$ cat config.mk
export PLATFORM = sky130hd
export DESIGN_NAME = cpu_mem_arbiter
export DESIGN_NICKNAME = d
export VERILOG_FILES = /design/src/rtl/cpu_mem_arbiter.sv
export SDC_FILE = /design/constraint.sdc
export NUM_CORES = 1
export LEC_CHECK = 0
export BUFFER_PORTS_ARGS = -buffer_cell sky130_fd_sc_hd__buf_2
export CAP_MARGIN = 20
export CORE_ASPECT_RATIO = 1.75
export CORE_MARGIN = 8
export CORE_UTILIZATION = 45
export CTS_BUF_LIST = sky130_fd_sc_hd__clkbuf_16
export DETAILED_ROUTE_END_ITERATION = 8
export PLACE_DENSITY = 0.89
export SLEW_MARGIN = 10
export SYNTH_ARGS = -nofsm -noshare
export SYNTH_HDL_FRONTEND = slang
export SYNTH_SLANG_ARGS = --single-unit
$ cat constraint.sdc
create_clock -name clk -period 1.85 [get_ports clk]
set_input_delay 0.37 -clock clk [delete_from_list [all_inputs] [get_ports clk]]
set_output_delay 0.37 -clock clk [all_outputs]
set_load 0.1 [all_outputs]
$ cat src/rtl/cpu_mem_arbiter.sv
// Arbitrates one SRAM-like memory port between instruction fetch and load/store.
// Data accesses win; each access completes once per pipeline advance.
module cpu_mem_arbiter #(
    parameter int ADDR_W = 32,
    parameter int DATA_W = 32
) (
    input  logic                clk,
    input  logic                rst,
    input  logic                inst_en,
    input  logic [ADDR_W-1:0]   inst_addr,
    output logic [DATA_W-1:0]   inst_rdata,
    output logic                inst_stall,
    input  logic                data_en,
    input  logic [DATA_W/8-1:0] data_wen,
    input  logic [ADDR_W-1:0]   data_addr,
    input  logic [DATA_W-1:0]   data_wdata,
    output logic [DATA_W-1:0]   data_rdata,
    output logic                data_stall,
    input  logic                pipeline_stall,
    output logic                mem_req,
    output logic                mem_wr,
    output logic [DATA_W/8-1:0] mem_wstrb,
    output logic [ADDR_W-1:0]   mem_addr,
    output logic [DATA_W-1:0]   mem_wdata,
    input  logic                mem_addr_ok,
    input  logic                mem_data_ok,
    input  logic [DATA_W-1:0]   mem_rdata
);
    localparam int STRB_W = DATA_W / 8;

    typedef enum logic [2:0] {IDLE, D_ADDR, D_WAIT, I_ADDR, I_WAIT} state_t;

    state_t              state_q, state_d;
    logic                inst_done_q, inst_done_d;
    logic                data_done_q, data_done_d;
    logic                mem_req_q, mem_req_d;
    logic                mem_wr_q, mem_wr_d;
    logic [STRB_W-1:0]   mem_wstrb_q, mem_wstrb_d;
    logic [ADDR_W-1:0]   mem_addr_q, mem_addr_d;
    logic [DATA_W-1:0]   mem_wdata_q, mem_wdata_d;
    logic [DATA_W-1:0]   inst_rdata_q, inst_rdata_d;
    logic [DATA_W-1:0]   data_rdata_q, data_rdata_d;
    logic                inst_set, data_set;

    assign inst_stall = inst_en & ~inst_done_q;
    assign data_stall = data_en & ~data_done_q;

    always_comb begin
        state_d      = state_q;
        mem_req_d    = mem_req_q;
        mem_wr_d     = mem_wr_q;
        mem_wstrb_d  = mem_wstrb_q;
        mem_addr_d   = mem_addr_q;
        mem_wdata_d  = mem_wdata_q;
        inst_rdata_d = inst_rdata_q;
        data_rdata_d = data_rdata_q;
        inst_set     = 1'b0;
        data_set     = 1'b0;

        case (state_q)
            IDLE: begin
                if (data_en && !data_done_q) begin
                    mem_req_d   = 1'b1;
                    mem_wr_d    = |data_wen;
                    mem_wstrb_d = data_wen;
                    mem_addr_d  = data_addr;
                    mem_wdata_d = data_wdata;
                    state_d     = D_ADDR;
                end else if (inst_en && !inst_done_q) begin
                    mem_req_d   = 1'b1;
                    mem_wr_d    = 1'b0;
                    mem_wstrb_d = '0;
                    mem_addr_d  = inst_addr;
                    state_d     = I_ADDR;
                end
            end
            D_ADDR, I_ADDR: begin
                if (mem_addr_ok) begin
                    mem_req_d = 1'b0;
                    state_d   = (state_q == D_ADDR) ? D_WAIT : I_WAIT;
                end
            end
            D_WAIT: begin
                if (mem_data_ok) begin
                    data_set = 1'b1;
                    if (!mem_wr_q) data_rdata_d = mem_rdata;
                    state_d = IDLE;
                end
            end
            I_WAIT: begin
                if (mem_data_ok) begin
                    inst_set     = 1'b1;
                    inst_rdata_d = mem_rdata;
                    state_d      = IDLE;
                end
            end
            default: state_d = IDLE;
        endcase

        // An advancing pipeline clears both flags even if an access finishes on the same edge.
        inst_done_d = pipeline_stall & (inst_done_q | inst_set);
        data_done_d = pipeline_stall & (data_done_q | data_set);
    end

    always_ff @(posedge clk) begin
        if (rst) begin
            state_q      <= IDLE;
            inst_done_q  <= 1'b0;
            data_done_q  <= 1'b0;
            mem_req_q    <= 1'b0;
            mem_wr_q     <= 1'b0;
            mem_wstrb_q  <= '0;
            mem_addr_q   <= '0;
            mem_wdata_q  <= '0;
            inst_rdata_q <= '0;
            data_rdata_q <= '0;
        end else begin
            state_q      <= state_d;
            inst_done_q  <= inst_done_d;
            data_done_q  <= data_done_d;
            mem_req_q    <= mem_req_d;
            mem_wr_q     <= mem_wr_d;
            mem_wstrb_q  <= mem_wstrb_d;
            mem_addr_q   <= mem_addr_d;
            mem_wdata_q  <= mem_wdata_d;
            inst_rdata_q <= inst_rdata_d;
            data_rdata_q <= data_rdata_d;
        end
    end

    assign mem_req    = mem_req_q;
    assign mem_wr     = mem_wr_q;
    assign mem_wstrb  = mem_wstrb_q;
    assign mem_addr   = mem_addr_q;
    assign mem_wdata  = mem_wdata_q;
    assign inst_rdata = inst_rdata_q;
    assign data_rdata = data_rdata_q;
endmodule

# Word-level counts from Yosys, hierarchy flattened
# Cells that the tools add are included.
# W data, S select, Z words.
dict set report word_totals {
  output_inout_bits 136
  wordCells 61
  inputBits 139
  ff_bits 139
}
dict set report op_classes {
  n_eq_ne 7
  bitwise_logic 9
  muxes 19
  n_reduce_logical 16
}
# op n
set op_table {}
lappend op_table {{$mux W32} 2}
lappend op_table {{$mux W3} 5}
lappend op_table {{$pmux W3 S3} 1}
lappend op_table {{$reduce_and A3 Y1} 3}
lappend op_table {{$mux W1} 8}
lappend op_table {{$mux W4} 2}
lappend op_table {{$eq A3 B2 Y1 const B} 2}
lappend op_table {{$reduce_and A2 Y1} 3}
lappend op_table {{$and A1 B1 Y1} 4}
lappend op_table {{$reduce_bool A2 Y1} 2}
lappend op_table {{$reduce_or A2 Y1} 2}
lappend op_table {{$reduce_or A4 Y1} 1}
lappend op_table {{$eq A3 B1 Y1 const B} 1}
lappend op_table {{$eq A3 B3 Y1 const B} 1}
lappend op_table {{$logic_not A3 Y1} 1}
lappend op_table {{$ne A3 B3 Y1 const B} 1}
lappend op_table {{$not A1 Y1} 3}
lappend op_table {{$logic_and A1 B1 Y1} 2}
lappend op_table {{$logic_not A1 Y1} 2}
lappend op_table {{$ne A2 B1 Y1 const B} 1}
lappend op_table {{$ne A2 B2 Y1 const B} 1}
lappend op_table {{$or A1 B1 Y1} 2}
lappend op_table {{$pmux W1 S2} 1}

# Logic depth before layout (Yosys ltp)
# Gate-level depths: netlist (run 1).
dict set report depth {
  ltp_word 5
  ltp_mapped 8
  mapped_depth_nobuf 4
}

# Worst setup path before layout (run 1)
# OpenSTA, ideal clock, no wires.
dict set report synth_timing {
  path_type {flip-flop to flip-flop}
  startpoint {register data_done_q}
  endpoint {register mem_addr_q[23], in the netlist mem_addr[23]}
  period_less_slack_ps 2284
  setup_time_ps 88
  path_buffers 2
  arrival_time_ps 2196
  setup_slack_ps -434
  t_required_ps 1762
  path_stages_with_launch 7
  cell_sequence {dfxtp_1 nand2b_1 buf_2 inv_1 clkbuf_1 nand2_1 a311oi_2}
}
dict set report synth_via {
  elab_chain_len 4
  elab_cells_between_ends 5
  cone_classes {mux: 1; reduce/logical: 4}
}
# element line_no
set synth_lines {}
lappend synth_lines {{from (decl)} 35} ;# logic data_done_q, data_done_d;
lappend synth_lines {{from (signal assigned)} 120} ;# data_done_q <= data_done_d;
lappend synth_lines {{$logic_not A1 Y1 (*)} 62} ;# if (data_en && !data_done_q) begin
lappend synth_lines {{$logic_and A1 B1 Y1 (*)} 62}
lappend synth_lines {{$reduce_bool A2 Y1 (no source line)} -}
lappend synth_lines {{$reduce_and A2 Y1 (no source line)} -}
lappend synth_lines {{to (signal assigned)} 124} ;# mem_addr_q <= mem_addr_d;
lappend synth_lines {{to (decl)} 39} ;# logic [ADDR_W-1:0] mem_addr_q, mem_addr_d;
# Mark *: on every way between the ends. The rest lies on a longest branch, timed or not.
# A chain may end at the register's enable or synchronous reset.

# Final worst setup path (run 1)
dict set report layout_timing {
  startpoint {register data_done_q}
  endpoint {output port data_stall}
}
dict set report layout_via {
  elab_chain_len 2
}
# element line_no
set layout_lines {}
lappend layout_lines {{$not A1 Y1} 46} ;# assign data_stall = data_en & ~data_done_q;
lappend layout_lines {{$and A1 B1 Y1} 46}
lappend layout_lines {{to (decl)} 18} ;# output logic data_stall,
# No other way between the ends.

==> summary.md, run 1 <==
• **cts bufs inserted** 17
• **vias after detailed routing** 5357
• **Critical Path Start Type** register
• **Synth area leaders** dfxtp_1 53%, nand2_1 18%, a21oi_1 9.3%, a311oi_2 5.7%, nor2_1 3.1%
• **latest clock arrival within the worst-skew pair** 0.41 ns
• **fraction of power consumed by sequential logic** 34.2%
• **final-report max-slew violation count** 0
• **nets in the synthesized netlist** 794
• **weighted congestion at the end of routability-driven global placement** 0.834
• **buffers inserted by post-CTS timing repair** 0
• **endpoints failing hold** 0
• **number of antenna violations at the first check in global routing** 0
• **number of detailed-routing iterations run before antenna repair** 6
• **Seq cells post-synth** 139
• **I/O Pins** 275
• **instance count along the most critical hold path** 3
• **detailed placer's ending HPWL** 12.6 mm
• **clk sinks** 139
• **fin crit period** 1.71 ns
• **fraction of final layout cells with drive strength greater than 1** 37.3%
• **full die area** 0.0156 sq mm
• **post-synthesis cell type count** 27
• **effective utilization at floorplan** 45.7%
• **TritonCTS clock tree** yes
• **Area Growth Syn to Fin** 39.9%
• **unrepaired setup endpoints after global routing** false
• **Remaining Overflow, GRT** 0
• **instance area at placement** 0.00679 sq mm
• **net total in the final layout** 1053
• **Syn Std Cell Area** 0.00527 sq mm
• **vertical die dimension** 159 microns
• **worst supply voltage drop on vdd** 0.00100 V
• **post-route design area** 0.00737 sq mm
• **Critical Path End Type** primary output
• **clock share of power** 33.2%
• **Switching Fraction** 40.5%
• **endpoint of the worst-slack reg-to-reg timing path** mem_addr[15]$_SDFFE_PP0P_
• **area leader, netlist** dfxtp_1
• **Port-buffer cells** 274
• **data required time of the worst path** 1.48 ns
• **cell internal pwr** 5870 uW
• **Synth top area share** 52.8%
• **Mapped Avg Cell Area** 8.04 sq um
• **count of yosys warnings during synthesis** 0
• **result of the run** finished clean
• **Worst-path clk slew** 0.06 ns
• **measured slew at the worst slew-check pin** 0.522 ns
• **number of global-route vias before repair** 5312
• **Main synth FF type** dfxtp_1
• **remaining max-slew budget at the tightest pin** 65.4%
• **register area share after synthesis** 52.8%
• **total routed wirelength** 16.8 mm
• **fraction of the cycle the final worst path needs** 92.2%
• **flop2flop setup slack** 0.15 ns
• **maximum capacitance violations** 0
• **register area** 0.00278 sq mm
• **worst min-delay path class** primary input to register
• **most frequent cell after synthesis** nand2_1
• **# diodes** 0
• **post-detailed-route DRC marker count** 0
• **worst clock skew** 0.0114 ns
• **Hold Slack** 0.200 ns
• **Cell Rows** 52
• **share of synthesized registers carrying an async set or reset** 0%
• **worst-path fanout max** 3
• **Vias/cell** 5.04
• **WL per Instance** 15.8 microns
• **gr usage total** 21.5%
• **Setup TNS** 0 ns
• **worst r2r src** state_q[2]$_SDFFE_PP0P_
• **setup violators final** 0
• **worst reg2reg path depth** 5
• **max frequency** 586 MHz
• **Post-synth top cells** 258 x nand2_1, 139 x dfxtp_1, 98 x a21oi_1, 44 x nor2_1, 36 x clkbuf_1
• **maximum number of pins on one net before global-route repair** 87
• **Leak Pwr** 0.00341 uW
• **Filler Cells Inserted** 982
• **Comb pwr share** 32.6%
• **number of enable-type register cells in the synthesized netlist** 0
• **path type of the worst setup path** register to primary output
• **global-route wire length before repair** 26.9 mm
• **floorplan core area** 0.0115 sq mm
• **arrival time at the worst endpoint** 1.34 ns
• **number of H-tree levels** 4
• **maximum buffer depth of the clock tree** 2
• **P per Cell Area** 1340 mW/mm^2
• **Initial DRC Count** 239
• **Hold Path Sink** mem_wdata[28]$_SDFFE_PP0P_
• **die width** 97.8 microns
• **cells after synthesis** 655
• **startpoint of the lowest-slack hold path** data_wdata[28]
• **root cell of the clock tree** clkbuf_16
• **switching pwr** 4000 uW
• **Final ANT Viol Nets** 0
• **area of the multi-input gates** 0.00224 sq mm
worst max-delay path, stage by stage, from the launching register on:
cell and delay, ns:
dfxtp_1 0.31, nand2b_1 0.19, inv_1 0.10, clkbuf_4 0.34
cell usage in the layout (no fill, tap or decap), types with 3 or more instances in the layout:
master / n
clkinvlp_4: 4
a311oi_1: 13
a311oi_2: 20
a22oi_1: 4
inv_6: 3
and3_1: 3
clkinv_2: 3
buf_12: 6
nand2b_1: 4
dfxtp_1: 138
nand2_1: 258
inv_1: 3
a21oi_1: 98
buf_2: 271
clkbuf_16: 17
nor2_1: 44
buf_4: 14
area by class of cell:
cell class	count	area share, %
Sequential cell	139	37.8
Multi-Input combinational cell	461	30.4
Timing Repair Buffer	292	21.6
Clock buffer	17	5.77
Tap cell	135	2.29
Clock inverter	15	2.00
Inverter	3	0.153
logic make-up (layout without fill, tap and decap cells):
family | count (synthesis) | count (layout) | share of synthesized area [%]
AND/OR/NAND/NOR | 318 | 318 | 23.4
AO/OA/AOI/OAI | 142 | 142 | 18.8
flip-flops | 139 | 139 | 52.8
buffers and inverters | 55 | 327 | 4.75
multiplexers | 1 | 1 | 0.190
registers in the layout, summed over array words and instances, names as in the netlist:
name,cells
mem_addr,32
inst_done_q,1
data_done_q,1
data_rdata,32
mem_wstrb,4
inst_rdata,32
state_q,3
mem_req,1
mem_wr,1
mem_wdata,32
power by group through the flow:
stage / registers (uW) / logic [uW] / clock network, uW
after floorplan: 5220 / 811 / 0
after global placement: 3430 / 3190 / 0
after detailed placement: 3440 / 3230 / 0
after CTS: 3380 / 3230 / 3320
after global routing: 3410 / 3370 / 3470
final: 3380 / 3220 / 3270
worst max-delay path by stage:
stage / startpoint / end / slack, ns
global route: state_q[2]$_SDFFE_PP0P_ / mem_addr[15]$_SDFFE_PP0P_ / 0.03
global placement: state_q[2]$_SDFFE_PP0P_ / mem_addr[7]$_SDFFE_PP0P_ / 0.24
CTS: data_done_q$_SDFF_PP0_ / data_stall / 0.02
floorplan: data_done_q$_SDFF_PP0_ / mem_addr[23]$_SDFFE_PP0P_ / 0.1
detailed placement: state_q[2]$_SDFFE_PP0P_ / mem_addr[15]$_SDFFE_PP0P_ / 0.16
finish: data_done_q$_SDFF_PP0_ / data_stall / 0.14
per-layer routing:
metal	global-route usage [%]	wire, microns	up-vias
met1	21.2	6150	2419
met4	11.9	682	0
met3	6.96	1180	41
met2	38.4	8780	216
li1	-	-	2681
met5	0	0	-
through the flow:
step | instances | util (%) | total power, uW | setup WS [ns]
2_1_floorplan | 655 | - | 6040 | 0.0978
3_3_place_gp | 1030 | 59.0 | 6620 | 0.244
3_5_place_dp | 1030 | 59.0 | 6670 | 0.163
4_1_cts | 1062 | 64.0 | 9930 | 0.0174
5_1_grt | 1062 | 64.0 | 10200 | 0.0322
6_report | 1062 | 64.0 | 9870 | 0.145
timing repair:
action	4_1_cts	5_1_grt
gates resized for setup	0	1
hold buffers	0	0
setup endpoints to repair	0	1
Power figures use the tool's default switching activity.
==> inputs of run 2 (changes only) <==
Settings changed: CORE_MARGIN 8 to 4.
==> run 2 against run 1 <==
Compared with the run above:
- power increased by 4.0%
- non-clock buffer count unchanged
- flip-flop and latch count unchanged
- routed wire length decreased by 8.1%
- register-to-register slack about the same
- core utilization increased by 0.78 points
- sequential power about the same
==> summary.md, run 2 (synthesized netlist as in run 1, its figures left out) <==
• **result of the run** finished clean
• **final-report max-slew violation count** 0
• **number of detailed-routing iterations run before antenna repair** 5
• **WL per Instance** 14.5 microns
• **vertical die dimension** 151 microns
• **DP Worst Slack** 0.0709 ns
• **net total in the final layout** 1053
• **worst r2r src** state_q[0]$_SDFFE_PP0P_
• **setup violators final** 0
• **fraction of the cycle the final worst path needs** 93.9%
• **startpoint of the most critical setup path** data_done_q$_SDFF_PP0_
• **maximum capacitance violations** 0
• **endpoint of the worst-slack reg-to-reg timing path** mem_addr[2]$_SDFFE_PP0P_
• **worst clock skew** 0.00944 ns
• **total routed wirelength** 15.4 mm
• **worst supply voltage drop on vdd** 0.000867 V
• **fin crit period** 1.74 ns
• **clk sinks** 139
• **detailed placer's ending HPWL** 11.2 mm
• **hold buffer count at CTS** 0
• **most common cell after layout, fill and taps aside** buf_2
• **die width** 89.8 microns
• **worst min-delay path class** primary input to register
• **number of H-tree levels** 4
• **Worst-path clk slew** 0.06 ns
• **commonest non-fill, non-tap cells in the layout** 271 x buf_2, 258 x nand2_1, 138 x dfxtp_1
• **arrival time at the worst endpoint** 1.37 ns
• **gr usage total** 21.5%
• **root cell of the clock tree** clkbuf_16
• **measured slew at the worst slew-check pin** 0.519 ns
• **maximum number of pins on one net before global-route repair** 66
• **number of antenna violations at the first check in global routing** 0
• **max frequency** 575 MHz
• **maximum buffer depth of the clock tree** 2
• **full die area** 0.0136 sq mm
• **floorplan core area** 0.0115 sq mm
• **Cell Rows** 52
• **worst reg2reg path depth** 5
• **P per Cell Area** 1380 mW/mm^2
• **instance count along the most critical hold path** 3
• **number of cells in the finished layout apart from fillers** 1062
• **Remaining Overflow, GRT** 0
• **Vias/cell** 5.04
• **Setup TNS** 0 ns
• **effective utilization at floorplan** 45.7%
• **number of global-route vias before repair** 4939
• **Hold Path Sink** mem_wdata[9]$_SDFFE_PP0P_
• **global-route wire length before repair** 23.6 mm
• **utilization after layout** 64.8%
• **worst-path fanout max** 5
• **Initial DRC Count** 200
• **Leak Pwr** 0.00347 uW
• **I/O Pins** 275
• **startpoint of the lowest-slack hold path** data_wdata[9]
• **Area Growth Syn to Fin** 41.6%
• **post-detailed-route DRC marker count** 0
• **vias after detailed routing** 5357
• **endpoints failing hold** 0
• **Final ANT Viol Nets** 0
• **path type of the worst setup path** register to primary output
• **remaining max-slew budget at the tightest pin** 65.6%
• **# diodes** 0
• **Hold Slack** 0.194 ns
• **final worst slack** 0.112 ns
• **fraction of final layout cells with drive strength greater than 1** 37.3%
• **Port-buffer cells** 274
• **latest clock arrival within the worst-skew pair** 0.41 ns
• **data required time of the worst path** 1.48 ns
• **weighted congestion at the end of routability-driven global placement** 0.836
• **Critical Path End Type** primary output
• **Critical Path Start Type** register
• **cts bufs inserted** 17
• **flop2flop setup slack** 0.15 ns
• **DP Cell Count** 1029
• **TritonCTS clock tree** yes
• **unrepaired setup endpoints after global routing** false
-- run 2: final cells by class --
type | count | area, sq um
clock buffers | 17 | 425
repair buffers | 292 | 1610
flip-flops and latches | 139 | 2780
inverters | 3 | 11.3
multi-input cells | 461 | 2240
fillers | 983 | 4060
well taps | 135 | 169
clock inverters | 15 | 220
-- run 2: report_power, final --
part | leakage [uW] | switching [uW] | total [uW] | internal (uW)
sequential | 0.00113 | 125 | 3380 | 3260
combinational | 0.00201 | 2580 | 3210 | 635
clock | 0.000325 | 1280 | 3680 | 2400
total | 0.00347 | 3980 | 10300 | 6290
-- run 2: repair_timing --
action / 4_1_cts / 5_1_grt
buffers inserted: 0 / 0
resized for setup: 2 / 0
gates cloned: 0 / 1
setup endpoints to repair: 2 / 1
-- run 2: stage by stage --
| stage | total power, uW | area (sq um) |
|---|---|---|
| floorplan | 6040 | 5270 |
| global placement | 6580 | 6780 |
| detailed placement | 6620 | 6780 |
| CTS | 10300 | 7430 |
| global route | 10600 | 7460 |
| finish | 10300 | 7460 |
-- run 2: worst max path at each step --
stage	slack (ns)	depth (start not counted)	endpoint
global placement	0.17	5	mem_addr[20]$_SDFFE_PP0P_
finish	0.11	3	data_stall
CTS	0.08	3	data_stall
detailed placement	0.07	5	mem_addr[2]$_SDFFE_PP0P_
floorplan	0.1	6	mem_addr[23]$_SDFFE_PP0P_
global route	0.003	3	data_stall
-- run 2: worst max-delay path, cell delays in order, from the launching register on --
cell and delay (ns):
dfxtp_1 0.31, nand2b_1 0.24, inv_1 0.12, buf_4 0.30
-- run 2: per-layer routing --
metal	part of all wire (%)	vias to the layer above	track usage (%)
li1	-	2684	-
met1	38	2441	22.8
met2	53	202	39.8
met3	6.3	30	5.17
met4	2.8	0	10.4
met5	0	-	0
==> inputs of run 3 (changes only) <==
Settings changed: ABC_AREA set to 1, CORE_MARGIN 4 to unset, PLACE_DENSITY 0.89 to 0.88.
==> run 3 against run 2 <==
Compared with the run above:
- routed wire length down 1.3%
- global-route usage up 2.8 points
- highest routed layer unchanged
- core utilization decreased by 1.2 points
- flip-flop and latch count did not move
- largest cell class unchanged
- synthesized cell count increased by 13%
- critical path type unchanged
==> summary.md, run 3 <==
• **TritonCTS clock tree** yes
• **worst-path fanout max** 33
• **number of detailed-routing iterations run before antenna repair** 5
• **cell type of the slowest stage on the worst timing path** dfxtp_1
• **global-route wire length before repair** 24.3 mm
• **ordered cell list for the critical path** inv_2, nand2_2, inv_1, buf_12, buf_12
• **Filler Cells Inserted** 1043
• **full die area** 0.0125 sq mm
• **commonest non-fill, non-tap cells in the layout** 273 x buf_2, 167 x nor2_1, 139 x dfxtp_1
• **delay of the slowest cell on the worst path** 0.30 ns
• **Synth top area share** 51.3%
• **worst min-delay path class** primary input to register
• **cells after synthesis** 739
• **vias after detailed routing** 5642
• **number of global-route vias before repair** 5355
• **Syn Std Cell Area** 0.00543 sq mm
• **Cell Rows** 52
• **Critical Path End Type** primary output
• **vertical die dimension** 147 microns
• **fraction of final layout cells with drive strength greater than 1** 32.7%
• **Initial DRC Count** 207
• **number of enable-type register cells in the synthesized netlist** 0
• **Critical Path Start Type** register
• **number of antenna violations at the first check in global routing** 3
• **endpoints failing hold** 0
• **measured slew at the worst slew-check pin** 0.591 ns
• **count of yosys warnings during synthesis** 0
• **post-synthesis cell type count** 23
• **final-report max-slew violation count** 0
• **Seq cells post-synth** 139
• **effective utilization at floorplan** 46.6%
• **maximum buffer depth of the clock tree** 2
• **Area Growth Syn to Fin** 36.4%
• **die width** 85.0 microns
• **Port-buffer cells** 274
• **Vias/cell** 4.94
• **buffers inserted by post-CTS timing repair** 0
• **remaining max-slew budget at the tightest pin** 60.5%
• **floorplan core area** 0.0116 sq mm
• **Remaining Overflow, GRT** 0
• **clk sinks** 139
• **number of buffer and inverter stages on the critical path** 4
• **path type of the worst setup path** register to primary output
• **Main synth FF type** dfxtp_1
• **register area share after synthesis** 51.3%
• **cts bufs inserted** 17
• **share of synthesized registers carrying an async set or reset** 0%
• **root cell of the clock tree** clkbuf_16
• **gr usage total** 24.3%
• **nets in the synthesized netlist** 878
• **detailed placer's ending HPWL** 10.8 mm
• **Setup TNS** 0 ns
• **Worst-path clk slew** 0.06 ns
• **Post-synth top cells** 167 x nor2_1, 139 x dfxtp_1, 126 x o21ai_0, 117 x nand2_1, 73 x a21oi_1
• **WL per Instance** 13.4 microns
• **unrepaired setup endpoints after global routing** false
• **arrival time at the worst endpoint** 1.36 ns
• **Mapped Avg Cell Area** 7.35 sq um
• **number of H-tree levels** 4
• **Synth area leaders** dfxtp_1 51%, o21ai_0 12%, nor2_1 12%, nand2_1 8.1%, a21oi_1 6.7%
• **net total in the final layout** 1131
• **DP Cell Count** 1108
• **area leader, netlist** dfxtp_1
• **maximum capacitance violations** 0
• **max frequency** 578 MHz
• **most frequent CP cell** buf_12
• **worst clock skew** 0.00883 ns
• **number of cells in the finished layout apart from fillers** 1141
• **weighted congestion at the end of routability-driven global placement** 0.853
• **post-detailed-route DRC marker count** 0
• **maximum number of pins on one net before global-route repair** 71
• **data required time of the worst path** 1.48 ns
• **fin crit period** 1.73 ns
• **utilization after layout** 63.6%
• **fraction of the cycle the final worst path needs** 93.5%
• **result of the run** finished clean
• **most frequent cell after synthesis** nor2_1
• **setup violators final** 0
• **family with the most delay on the worst path** buffers and inverters
• **latest clock arrival within the worst-skew pair** 0.40 ns
• **number of resized instances in the post-cts repair step** 0
• **I/O Pins** 275
• **most common cell after layout, fill and taps aside** buf_2
• **Final ANT Viol Nets** 0
• **total routed wirelength** 15.2 mm
• **hold buffer count at CTS** 0
-- run 3: cell types whose count changed in the layout (fill, tap and decap cells not counted), moves of 4 or more --
cell,previous run,this run
a21oi_1,98,73
a22oi_1,4,0
a311oi_1,13,0
a311oi_2,20,0
buf_4,14,8
inv_1,5,43
inv_2,0,4
nand2_1,258,117
nand2b_1,4,0
nor2_1,44,167
o21ai_0,0,126
-- run 3: cell type report --
cell class,instances,area (sq um),share of cell area (%)
Inverter,46,175,2.37
Tap cell,135,169,2.28
Antenna cell,2,5.00,0.0676
Clock inverter,14,133,1.79
Multi-Input combinational cell,503,2210,29.8
Clock buffer,17,425,5.75
Sequential cell,139,2780,37.6
Timing Repair Buffer,285,1510,20.3
-- run 3: final timing paths --
kind	startpoint	to	slack (ns)	depth (start not counted)
worst max-delay path	data_done_q$_SDFF_PP0_	data_stall	0.12	5
worst min-delay path	data_wdata[30]	mem_wdata[30]$_SDFFE_PP0P_	0.19	3
worst max register to register	state_q[0]$_SDFFE_PP0P_	mem_addr[0]$_SDFFE_PP0P_	0.32	6
worst min register to register	inst_rdata[19]$_SDFFE_PP0P_	inst_rdata[19]$_SDFFE_PP0P_	0.44	2
-- run 3: worst min-delay path, stage by stage --
cell    delay [ns]
buf_2         0.07
nor2_1        0.03
nor2_1        0.08
-- run 3: through the flow --
| stage | setup WS (ns) | cell area, sq um | hold slack (ns) |
|---|---|---|---|
| floorplan | 0.246 | 5430 | 0.433 |
| global placement | 0.368 | 6840 | 0.427 |
| detailed placement | 0.333 | 6840 | 0.431 |
| CTS | 0.0991 | 7400 | 0.173 |
| global route | 0.0375 | 7400 | 0.187 |
| finish | 0.121 | 7400 | 0.191 |
-- run 3: per-layer routing --
metal | up-vias | wire length [microns] | track usage, % | part of all wire, %
met5 | - | 0 | 0 | 0
met4 | 0 | 590 | 13.7 | 3.9
met3 | 44 | 939 | 5.67 | 6.2
met2 | 225 | 8150 | 44.7 | 54
met1 | 2505 | 5550 | 24.6 | 36
li1 | 2868 | - | - | -
-- run 3: cell families (layout without fill, tap and decap cells) --
group / count (synthesis) / count (layout) / synth area share [%]
other: 0 / 2 / 0
flip-flops: 139 / 139 / 51.3
buffers and inverters: 97 / 362 / 8.18
AO/OA/AOI/OAI: 203 / 203 / 18.8
AND/OR/NAND/NOR: 300 / 300 / 21.8
Power of run 3 is not shown: default switching activity piles up to over one toggle a cycle in this logic, so the estimate is an artifact.
